<file path="src/rtl/io_port_responder.sv">
// Strobed 8-bit IO bus responder: GPIO output latches, synchronised GPIO inputs, TX/RX byte FIFOs.
// Optional IO_RESP_IRQ_EN adds an IRQ_MASK register at port 0x14 and a registered irq output.
module io_port_responder #(
  parameter int FIFO_DEPTH = 8,
  parameter int NUM_GPO    = 2,
  parameter int NUM_GPI    = 2
) (
  input  logic                 clk,
  input  logic                 reset,
  input  logic [7:0]           IO_port_ID,
  input  logic [7:0]           IO_write_data,
  input  logic                 IO_write_strobe,
  input  logic                 IO_read_strobe,
  output logic [7:0]           IO_read_data,
  output logic [8*NUM_GPO-1:0] gpo,
  input  logic [8*NUM_GPI-1:0] gpi,
  output logic [7:0]           tx_data,
  output logic                 tx_valid,
  input  logic                 tx_ready,
  input  logic [7:0]           rx_data,
  input  logic                 rx_valid,
  output logic                 rx_ready,
  output logic                 irq
);

  localparam int AW = $clog2(FIFO_DEPTH);
  localparam int CW = AW + 1;

  localparam logic [7:0] PORT_STATUS   = 8'h10;
  localparam logic [7:0] PORT_TX_DATA  = 8'h11;
  localparam logic [7:0] PORT_RX_DATA  = 8'h12;
  localparam logic [7:0] PORT_RX_COUNT = 8'h13;
  localparam logic [7:0] PORT_IRQ_MASK = 8'h14;

  logic [8*NUM_GPO-1:0] gpo_q;
  logic [8*NUM_GPI-1:0] gpi_meta;
  logic [8*NUM_GPI-1:0] gpi_sync;

  logic [7:0]    tx_mem [FIFO_DEPTH];
  logic [AW-1:0] tx_wr_ptr;
  logic [AW-1:0] tx_rd_ptr;
  logic [CW-1:0] tx_count;
  logic [7:0]    rx_mem [FIFO_DEPTH];
  logic [AW-1:0] rx_wr_ptr;
  logic [AW-1:0] rx_rd_ptr;
  logic [CW-1:0] rx_count;

  logic tx_overflow;
  logic rx_underflow;

  logic tx_full, tx_empty, rx_full, rx_empty;
  logic tx_push_req, tx_push, tx_pop, tx_overflow_evt;
  logic rx_pop_req, rx_push, rx_pop, rx_underflow_evt;
  logic wr_status;
  logic [7:0] status;

  assign tx_full  = (tx_count == CW'(FIFO_DEPTH));
  assign tx_empty = (tx_count == '0);
  assign rx_full  = (rx_count == CW'(FIFO_DEPTH));
  assign rx_empty = (rx_count == '0);

  assign tx_valid = !tx_empty;
  assign tx_data  = tx_mem[tx_rd_ptr];
  assign rx_ready = !rx_full;
  assign gpo      = gpo_q;

  assign wr_status   = IO_write_strobe && (IO_port_ID == PORT_STATUS);
  assign tx_push_req = IO_write_strobe && (IO_port_ID == PORT_TX_DATA);
  assign rx_pop_req  = IO_read_strobe && (IO_port_ID == PORT_RX_DATA);

  // A pop in the same cycle frees the slot, so a push to a full FIFO still lands.
  assign tx_pop          = tx_valid && tx_ready;
  assign tx_push         = tx_push_req && (!tx_full || tx_pop);
  assign tx_overflow_evt = tx_push_req && tx_full && !tx_pop;

  assign rx_push          = rx_valid && rx_ready;
  assign rx_pop           = rx_pop_req && !rx_empty;
  assign rx_underflow_evt = rx_pop_req && rx_empty;

  assign status = {2'b00, rx_underflow, tx_overflow, rx_full, rx_empty, tx_empty, tx_full};

  always_ff @(posedge clk or posedge reset) begin
    if (reset) begin
      gpo_q <= '0;
    end else if (IO_write_strobe) begin
      for (int i = 0; i < NUM_GPO; i++) begin
        if (IO_port_ID == 8'(i)) gpo_q[8*i +: 8] <= IO_write_data;
      end
    end
  end

  always_ff @(posedge clk or posedge reset) begin
    if (reset) begin
      gpi_meta <= '0;
      gpi_sync <= '0;
    end else begin
      gpi_meta <= gpi;
      gpi_sync <= gpi_meta;
    end
  end

  always_ff @(posedge clk) begin
    if (tx_push) tx_mem[tx_wr_ptr] <= IO_write_data;
    if (rx_push) rx_mem[rx_wr_ptr] <= rx_data;
  end

  always_ff @(posedge clk or posedge reset) begin
    if (reset) begin
      tx_wr_ptr <= '0;
      tx_rd_ptr <= '0;
      tx_count  <= '0;
    end else begin
      if (tx_push) tx_wr_ptr <= tx_wr_ptr + AW'(1);
      if (tx_pop)  tx_rd_ptr <= tx_rd_ptr + AW'(1);
      if (tx_push && !tx_pop)      tx_count <= tx_count + CW'(1);
      else if (!tx_push && tx_pop) tx_count <= tx_count - CW'(1);
    end
  end

  always_ff @(posedge clk or posedge reset) begin
    if (reset) begin
      rx_wr_ptr <= '0;
      rx_rd_ptr <= '0;
      rx_count  <= '0;
    end else begin
      if (rx_push) rx_wr_ptr <= rx_wr_ptr + AW'(1);
      if (rx_pop)  rx_rd_ptr <= rx_rd_ptr + AW'(1);
      if (rx_push && !rx_pop)      rx_count <= rx_count + CW'(1);
      else if (!rx_push && rx_pop) rx_count <= rx_count - CW'(1);
    end
  end

  // New events take priority over a W1C write landing in the same cycle.
  always_ff @(posedge clk or posedge reset) begin
    if (reset) begin
      tx_overflow  <= 1'b0;
      rx_underflow <= 1'b0;
    end else begin
      if (tx_overflow_evt)                     tx_overflow <= 1'b1;
      else if (wr_status && IO_write_data[4])  tx_overflow <= 1'b0;
      if (rx_underflow_evt)                    rx_underflow <= 1'b1;
      else if (wr_status && IO_write_data[5])  rx_underflow <= 1'b0;
    end
  end

`ifdef IO_RESP_IRQ_EN
  logic [2:0] irq_mask;
  logic [2:0] irq_cond;
  logic       irq_q;

  assign irq_cond = {tx_overflow | rx_underflow, tx_empty, !rx_empty};
  assign irq      = irq_q;

  always_ff @(posedge clk or posedge reset) begin
    if (reset) begin
      irq_mask <= '0;
      irq_q    <= 1'b0;
    end else begin
      if (IO_write_strobe && (IO_port_ID == PORT_IRQ_MASK)) irq_mask <= IO_write_data[2:0];
      irq_q <= |(irq_mask & irq_cond);
    end
  end
`else
  assign irq = 1'b0;
`endif

  always_comb begin
    IO_read_data = 8'h00;
    for (int i = 0; i < NUM_GPO; i++) begin
      if (IO_port_ID == 8'(i)) IO_read_data = gpo_q[8*i +: 8];
    end
    for (int i = 0; i < NUM_GPI; i++) begin
      if (IO_port_ID == 8'(4 + i)) IO_read_data = gpi_sync[8*i +: 8];
    end
    case (IO_port_ID)
      PORT_STATUS:   IO_read_data = status;
      PORT_RX_DATA:  IO_read_data = rx_empty ? 8'h00 : rx_mem[rx_rd_ptr];
      PORT_RX_COUNT: IO_read_data = 8'(rx_count);
`ifdef IO_RESP_IRQ_EN
      PORT_IRQ_MASK: IO_read_data = {5'b00000, irq_mask};
`endif
      default: ;
    endcase
  end

endmodule
</file>
<file path="config.mk">
export PLATFORM = sky130hd
export DESIGN_NAME = io_port_responder
export DESIGN_NICKNAME = d
export VERILOG_FILES = /design/src/rtl/io_port_responder.sv
export SDC_FILE = /design/constraint.sdc
export NUM_CORES = 1
export LEC_CHECK = 0
export BUFFER_PORTS_ARGS = -buffer_cell sky130_fd_sc_hd__buf_2
export CAP_MARGIN = 25
export CORE_UTILIZATION = 58
export DETAILED_ROUTE_END_ITERATION = 6
export GPL_ROUTABILITY_DRIVEN = 0
export HOLD_SLACK_MARGIN = 0.1
export PLACE_DENSITY = 0.79
export SYNTH_ARGS = -nofsm -noshare
export SYNTH_HDL_FRONTEND = slang
export SYNTH_SLANG_ARGS = --single-unit
</file>
<file path="constraint.sdc">
create_clock -name clk -period 3.1 [get_ports clk]
set_clock_uncertainty 0.1 [all_clocks]
set_input_delay 0.155 -clock clk [delete_from_list [all_inputs] [get_ports clk]]
set_output_delay 0.155 -clock clk [all_outputs]
set_load 0.1 [all_outputs]
</file>
==> Word level (Yosys, flattened, before mapping) <==
Memory sizes are Yosys's and may differ from the RTL's.
Cells that the tools add are included.
{ "classes": {"addsub": 8, "n_mul": 0, "div": 0, "order_cmp": 0, "n_eq_ne": 9, "n_shift": 0, "n_mux": 18, "n_bitwise": 0, "reduce_logical": 34} }
{ "op_table": {"columns": ["op", "n"], "rows": [
  ["two-way mux 8 bit", 5],
  ["equality test 8 x 5 -> 1 bit, second input constant", 4],
  ["one-hot mux 8 bit (3 select lines)", 1],
  ["equality test 8 x 3 -> 1 bit, second input constant", 2],
  ["logical AND 1 bit", 16],
  ["two-way mux 4 bit", 4],
  ["adder 3 x 1 -> 3 bit, second input constant", 4],
  ["adder 4 x 1 -> 4 bit, second input constant", 2],
  ["equality test 4 bit, second input constant", 2],
  ["equality test 8 x 1 -> 1 bit, second input constant", 1],
  ["zero test 1 bit", 8],
  ["zero test 4 bit", 2],
  ["zero test 8 bit", 1],
  ["two-way mux 1 bit", 8],
  ["nonzero test 2 bit", 4],
  ["subtractor 4 x 1 -> 4 bit, second input constant", 2],
  ["AND reduction 2 bit", 2],
  ["logical OR 1 bit", 1]
]} }
{ "word_totals": {"reg_bits": 70, "latchBits": 0, "mem_bits_rw": 128, "romBits": 0, "input_bits": 46, "output_inout_bits": 35, "elab_cells": 83, "n_memories": 2} }
{ "mem_list": {"columns": ["name", "depth", "width", "rd", "rd_ports_with_merged_regs", "write_ports", "line", "text"], "rows": [
  ["rx_mem", 8, 8, 1, 0, 1, "43", "logic [7:0] rx_mem [FIFO_DEPTH];"],
  ["tx_mem", 8, 8, 1, 0, 1, "39", "logic [7:0] tx_mem [FIFO_DEPTH];"]
]} }

==> Logic depth before layout (Yosys ltp) <==
{ "depth": {"word_depth": 9, "mapped_depth": 12, "depth_no_buf": 10} }

==> Least setup slack after synthesis <==
OpenSTA, ideal clock, no wires.
{ "synth_path": {"path_type": "reg-to-output", "start": "register gpo_q[14], in the netlist gpo[14]", "end": "output port IO_read_data[6]", "t_arrival_ps": 3369, "required_time_ps": 2845, "setup_slack_ps": -524, "path_stages_with_launch": 4, "n_path_buf": 0, "cell_sequence": "dfrtp_1 -> or2_2 -> a222oi_1 -> o21ai_0"} }
{ "synth_between": {"elab_chain_cells": 4} }
{ "synth_rtl": {"columns": ["element", "line", "text"], "rows": [
  ["start: declaration", "35", "logic [8*NUM_GPO-1:0] gpo_q;"],
  ["start signal: indexed assignment", "87", "if (IO_port_ID == 8'(i)) gpo_q[8*i +: 8] <= IO_write_data;"],
  ["two-way mux 8 bit", "170", "if (IO_port_ID == 8'(i)) IO_read_data = gpo_q[8*i +: 8];"],
  ["two-way mux 8 bit (2 in a row)", "173", "if (IO_port_ID == 8'(4 + i)) IO_read_data = gpi_sync[8*i +: 8];"],
  ["one-hot mux 8 bit (3 select lines)", "175", "case (IO_port_ID)"],
  ["end: declaration", "14", "output logic [7:0] IO_read_data,"]
]} }
No other way between the ends.

==> Worst setup path after layout <==
{ "layout_path": {"start": "register tx_count[0]", "end": "register tx_count[3]"} }
{ "layout_between": {"elab_chain_cells": 8} }
{ "layout_rtl": {"columns": ["element", "line", "text"], "rows": [
  ["start: declaration", "42", "logic [CW-1:0] tx_count;"],
  ["start signal: assignment", "115", "if (tx_push && !tx_pop) tx_count <= tx_count + CW'(1);"],
  ["start signal: assignment", "116", "else if (!tx_push && tx_pop) tx_count <= tx_count - CW'(1);"],
  ["zero test 4 bit", "58", "assign tx_empty = (tx_count == '0);"],
  ["zero test 1 bit", "62", "assign tx_valid = !tx_empty;"],
  ["logical AND 1 bit", "72", "assign tx_pop = tx_valid && tx_ready;"],
  ["logical OR 1 bit (*)", "73", "assign tx_push = tx_push_req && (!tx_full || tx_pop);"],
  ["logical AND 1 bit (*)", "73", null],
  ["via tx_push", "52", "logic tx_push_req, tx_push, tx_pop, tx_overflow_evt;"],
  ["zero test 1 bit", "116", null],
  ["logical AND 1 bit", "116", null],
  ["nonzero test 2 bit (no line)", null, null]
]} }
The timed path passes the listed nets; every way through them passes the cells marked *. The select of a mux whose other input is x is not followed.
A chain may end at the register's enable or synchronous reset.

==> impl_metrics.ini <==
[run_status]
status = complete, no violations

[synth]
synth.area.top_cells = edfxtp_1 (48%), dfrtp_1 (22%), mux4_2 (9.0%), mux2_2 (4.9%), ha_1 (1.6%)
yosysMostFrequentCell = edfxtp_1
synth-async-reset-ratio_pct = 35.4
synth_top_area_share_pct = 48.1
synth_edf_count = 128
ys_types = 55
syn_nets = 518
synthFlopType = edfxtp_1
synth_seq_cells = 198
yosysSeqAreaShare_pct = 70.0
yosys.area.top_type = edfxtp_1
synthesis.area_per_instance_um2 = 17.4
syn_inst = 460
synth_area_um2 = 7990
synthTopCellsByCount = edfxtp_1 (128), dfrtp_1 (70), mux2_2 (35)
ys.warnings.count = 0

[cts]
path_clk_slew_ns = 0.07
numClockSinks = 198
h-tree-depth = 4
insertion_delay_ns = 0.43
cts_buffer_depth = 2
root_buffer = clkbuf_16
cts_buffers = 17
cts_tree = built

[grt]
grt_remaining_overflow = 0
antenna_found_initial = 0
grt_max_degree = 45
first_global_vias = 4942
grt_pass1_wl_um = 27500
grt_use_total_pct = 26.9

[critical_path]
cp_slowest_stage_delay_ns = 0.60
slowest_stage = or4b_4
worst-r2r-setup-slack_ns = 0.17
reg2reg_from = tx_count[0]
required_ns = 3.35
worstRegToRegCells = 10
cp-end-kind = register
timing.rr.end = tx_count[3]
worstSetupPathType = register to register
crit_path_start_kind = register
worstPathCellList = or4b_4 -> o2111ai_2 -> inv_1 -> ha_1 -> inv_1 -> ha_1 -> a21o_1 -> a21oi_1 -> mux2i_1 -> xnor2_1
critPathMaxFanout = 5
crit_arrival_ns = 3.18

[sta]
setup_viol_count_final = 0
slew_viol_final = 0
finalSetupTns_ns = 0
max_clock_freq_mhz = 341
tightest_slew_ns = 0.823
max-slew-margin-rel_pct = 45.2
fin_crit_sh_pct = 94.6
finalCriticalPeriod_ns = 2.93
final-hold-violation-count = 0

[hold_path]
hold_path.class = input pin to register
whs_path_depth = 5
hold_end = tx_wr_ptr[0]
min_from = IO_port_ID[5]

[pwr]
p_int_w = 0.00500
total_power_w = 0.00756
switchingPower_w = 0.00257
power_density_nw_per_um2 = 781
worst_ir_drop_vdd_v = 0.000667
comb_power_share_pct = 27.3
p_sw_share_pct = 33.9
seq_power_share_pct = 44.2
clkPwrFrac_pct = 28.6
p_leak_nw = 3.73

[detailed_routing]
drc = 0
ant_nets = 0
drt-initial-drc-count = 446
vias_per_cell = 5.96
routed_wl_um = 17400
wl_per_cell_um = 22.0
drtPass1Iterations = 7
vias = 4715

[finish]
final_util_pct = 72.6
areaGrowthSynthToFinish_pct = 21.2
num-nets-final = 660
drive_gt1_share_pct = 35.3
postLayoutCellArea_um2 = 9690
finish.cell_count_without_fillers = 791
antenna_cells = 0

[floorplan]
initial_utilization_pct = 59.9
die_h_um = 119
fp.coreArea_um2 = 13300
rows = 42
num_io_pins = 81
dieArea_um2 = 14200
die_w_um = 119

[placed_design]
dp_hpwl_um = 11000
dp.cells = 720
dpl_cell_area_um2 = 8710
numPortBuffers = 79

[flow_run]
maxCapViolCount = 0
## power groups by stage
stage	combinational, W	clock (W)	sequential [W]
after floorplan	0.00161	0	0.00332
after global placement	0.00193	0	0.00336
after detailed placement	0.00199	0	0.00338
after CTS	0.00206	0.00218	0.00333
after global routing	0.00219	0.00228	0.00337
final	0.00206	0.00216	0.00334
## worst max-delay path by stage
| stage | from | to | slack, ns |
|---|---|---|---|
| 4_1_cts | rx_rd_ptr[1] | IO_read_data[4] | 0.06 |
| 5_1_grt | tx_count[0] | tx_count[3] | -0.01 |
| 2_1_floorplan | gpo[3] | IO_read_data[3] | 0.11 |
| 3_3_place_gp | tx_count[0] | tx_count[3] | 0.26 |
| 6_report | tx_count[0] | tx_count[3] | 0.17 |
| 3_5_place_dp | tx_count[0] | tx_count[3] | 0.09 |
## critical path, delay by kind of cell (launching register included)
family	cells	cell delay, ns
DFF	1	0.46
and+or+nand+nor	1	0.60
AOI/OAI and AO/OA	3	0.56
buffers and inverters	2	0.27
adders and majority gates	2	0.49
xor gates and xnor gates	1	0.14
muxes	1	0.24
## layer usage
metal / track usage (%) / up-vias / routed length (um)
met1: 34.0 / 2395 / 6650
met4: 12.1 / 0 / 541
met5: 0 / - / 0
met3: 6.42 / 43 / 1140
met2: 44.5 / 208 / 9090
li1: - / 2069 / -
## per-stage QoR
step	hold slack (ns)	setup WS, ns
floorplan	0.0864	0.109
global placement	0.134	0.262
detailed placement	0.140	0.0947
CTS	0.140	0.0554
global route	0.155	-0.0136
finish	0.126	0.167
## layout make-up
| class | count | area (um2) |
|---|---|---|
| inverters | 7 | 26.3 |
| clock buffers | 18 | 429 |
| fillers | 847 | 3660 |
| multi-input cells | 236 | 2300 |
| well taps | 176 | 220 |
| clock inverters | 14 | 150 |
| repair buffers | 142 | 966 |
| flip-flops and latches | 198 | 5600 |
## registers in the layout (all words and copies together), names as in the netlist
signal / cells
tx_wr_ptr: 3
tx_mem: 64
tx_rd_ptr: 3
tx_count: 4
gpi_sync: 16
rx_rd_ptr: 3
rx_count: 4
rx_wr_ptr: 3
gpi_meta: 16
tx_overflow: 1
gpo: 16
rx_mem: 64
rx_underflow: 1
## cell families (layout without fill, tap and decap cells)
family                     count (synthesis)  count (layout)  synth area share [%]
adders and majority gates                 12              12                  2.07
other                                      1               1                0.0469
AOI/OAI and AO/OA                         47              47                  3.95
muxes                                     73              73                  14.7
xor gates and xnor gates                  13              13                  1.43
buffers and inverters                     26             181                  1.47
DFF                                      198             198                  70.0
and+or+nand+nor                           90              90                  6.30
## cells in the final DEF, fill, tap and decap left out, drive strengths merged, types with 7 or more instances in the layout
cell,n
nor3,8
dlygate4sd3,39
mux4,32
o21ai,19
dfrtp,70
buf,103
nand2,25
nor2,23
ha,10
edfxtp,128
xnor2,13
clkinv,7
mux2,36
nand3,7
inv,11
clkbuf,18
## timing repair
action                                  4_1_cts  5_1_grt
gates resized for setup                       0        4
hold buffers                                 39        0
hold endpoints to repair                    238        0
setup buffers                                 0        0
endpoints found under the setup margin        0        5
Power figures use the tool's default switching activity.
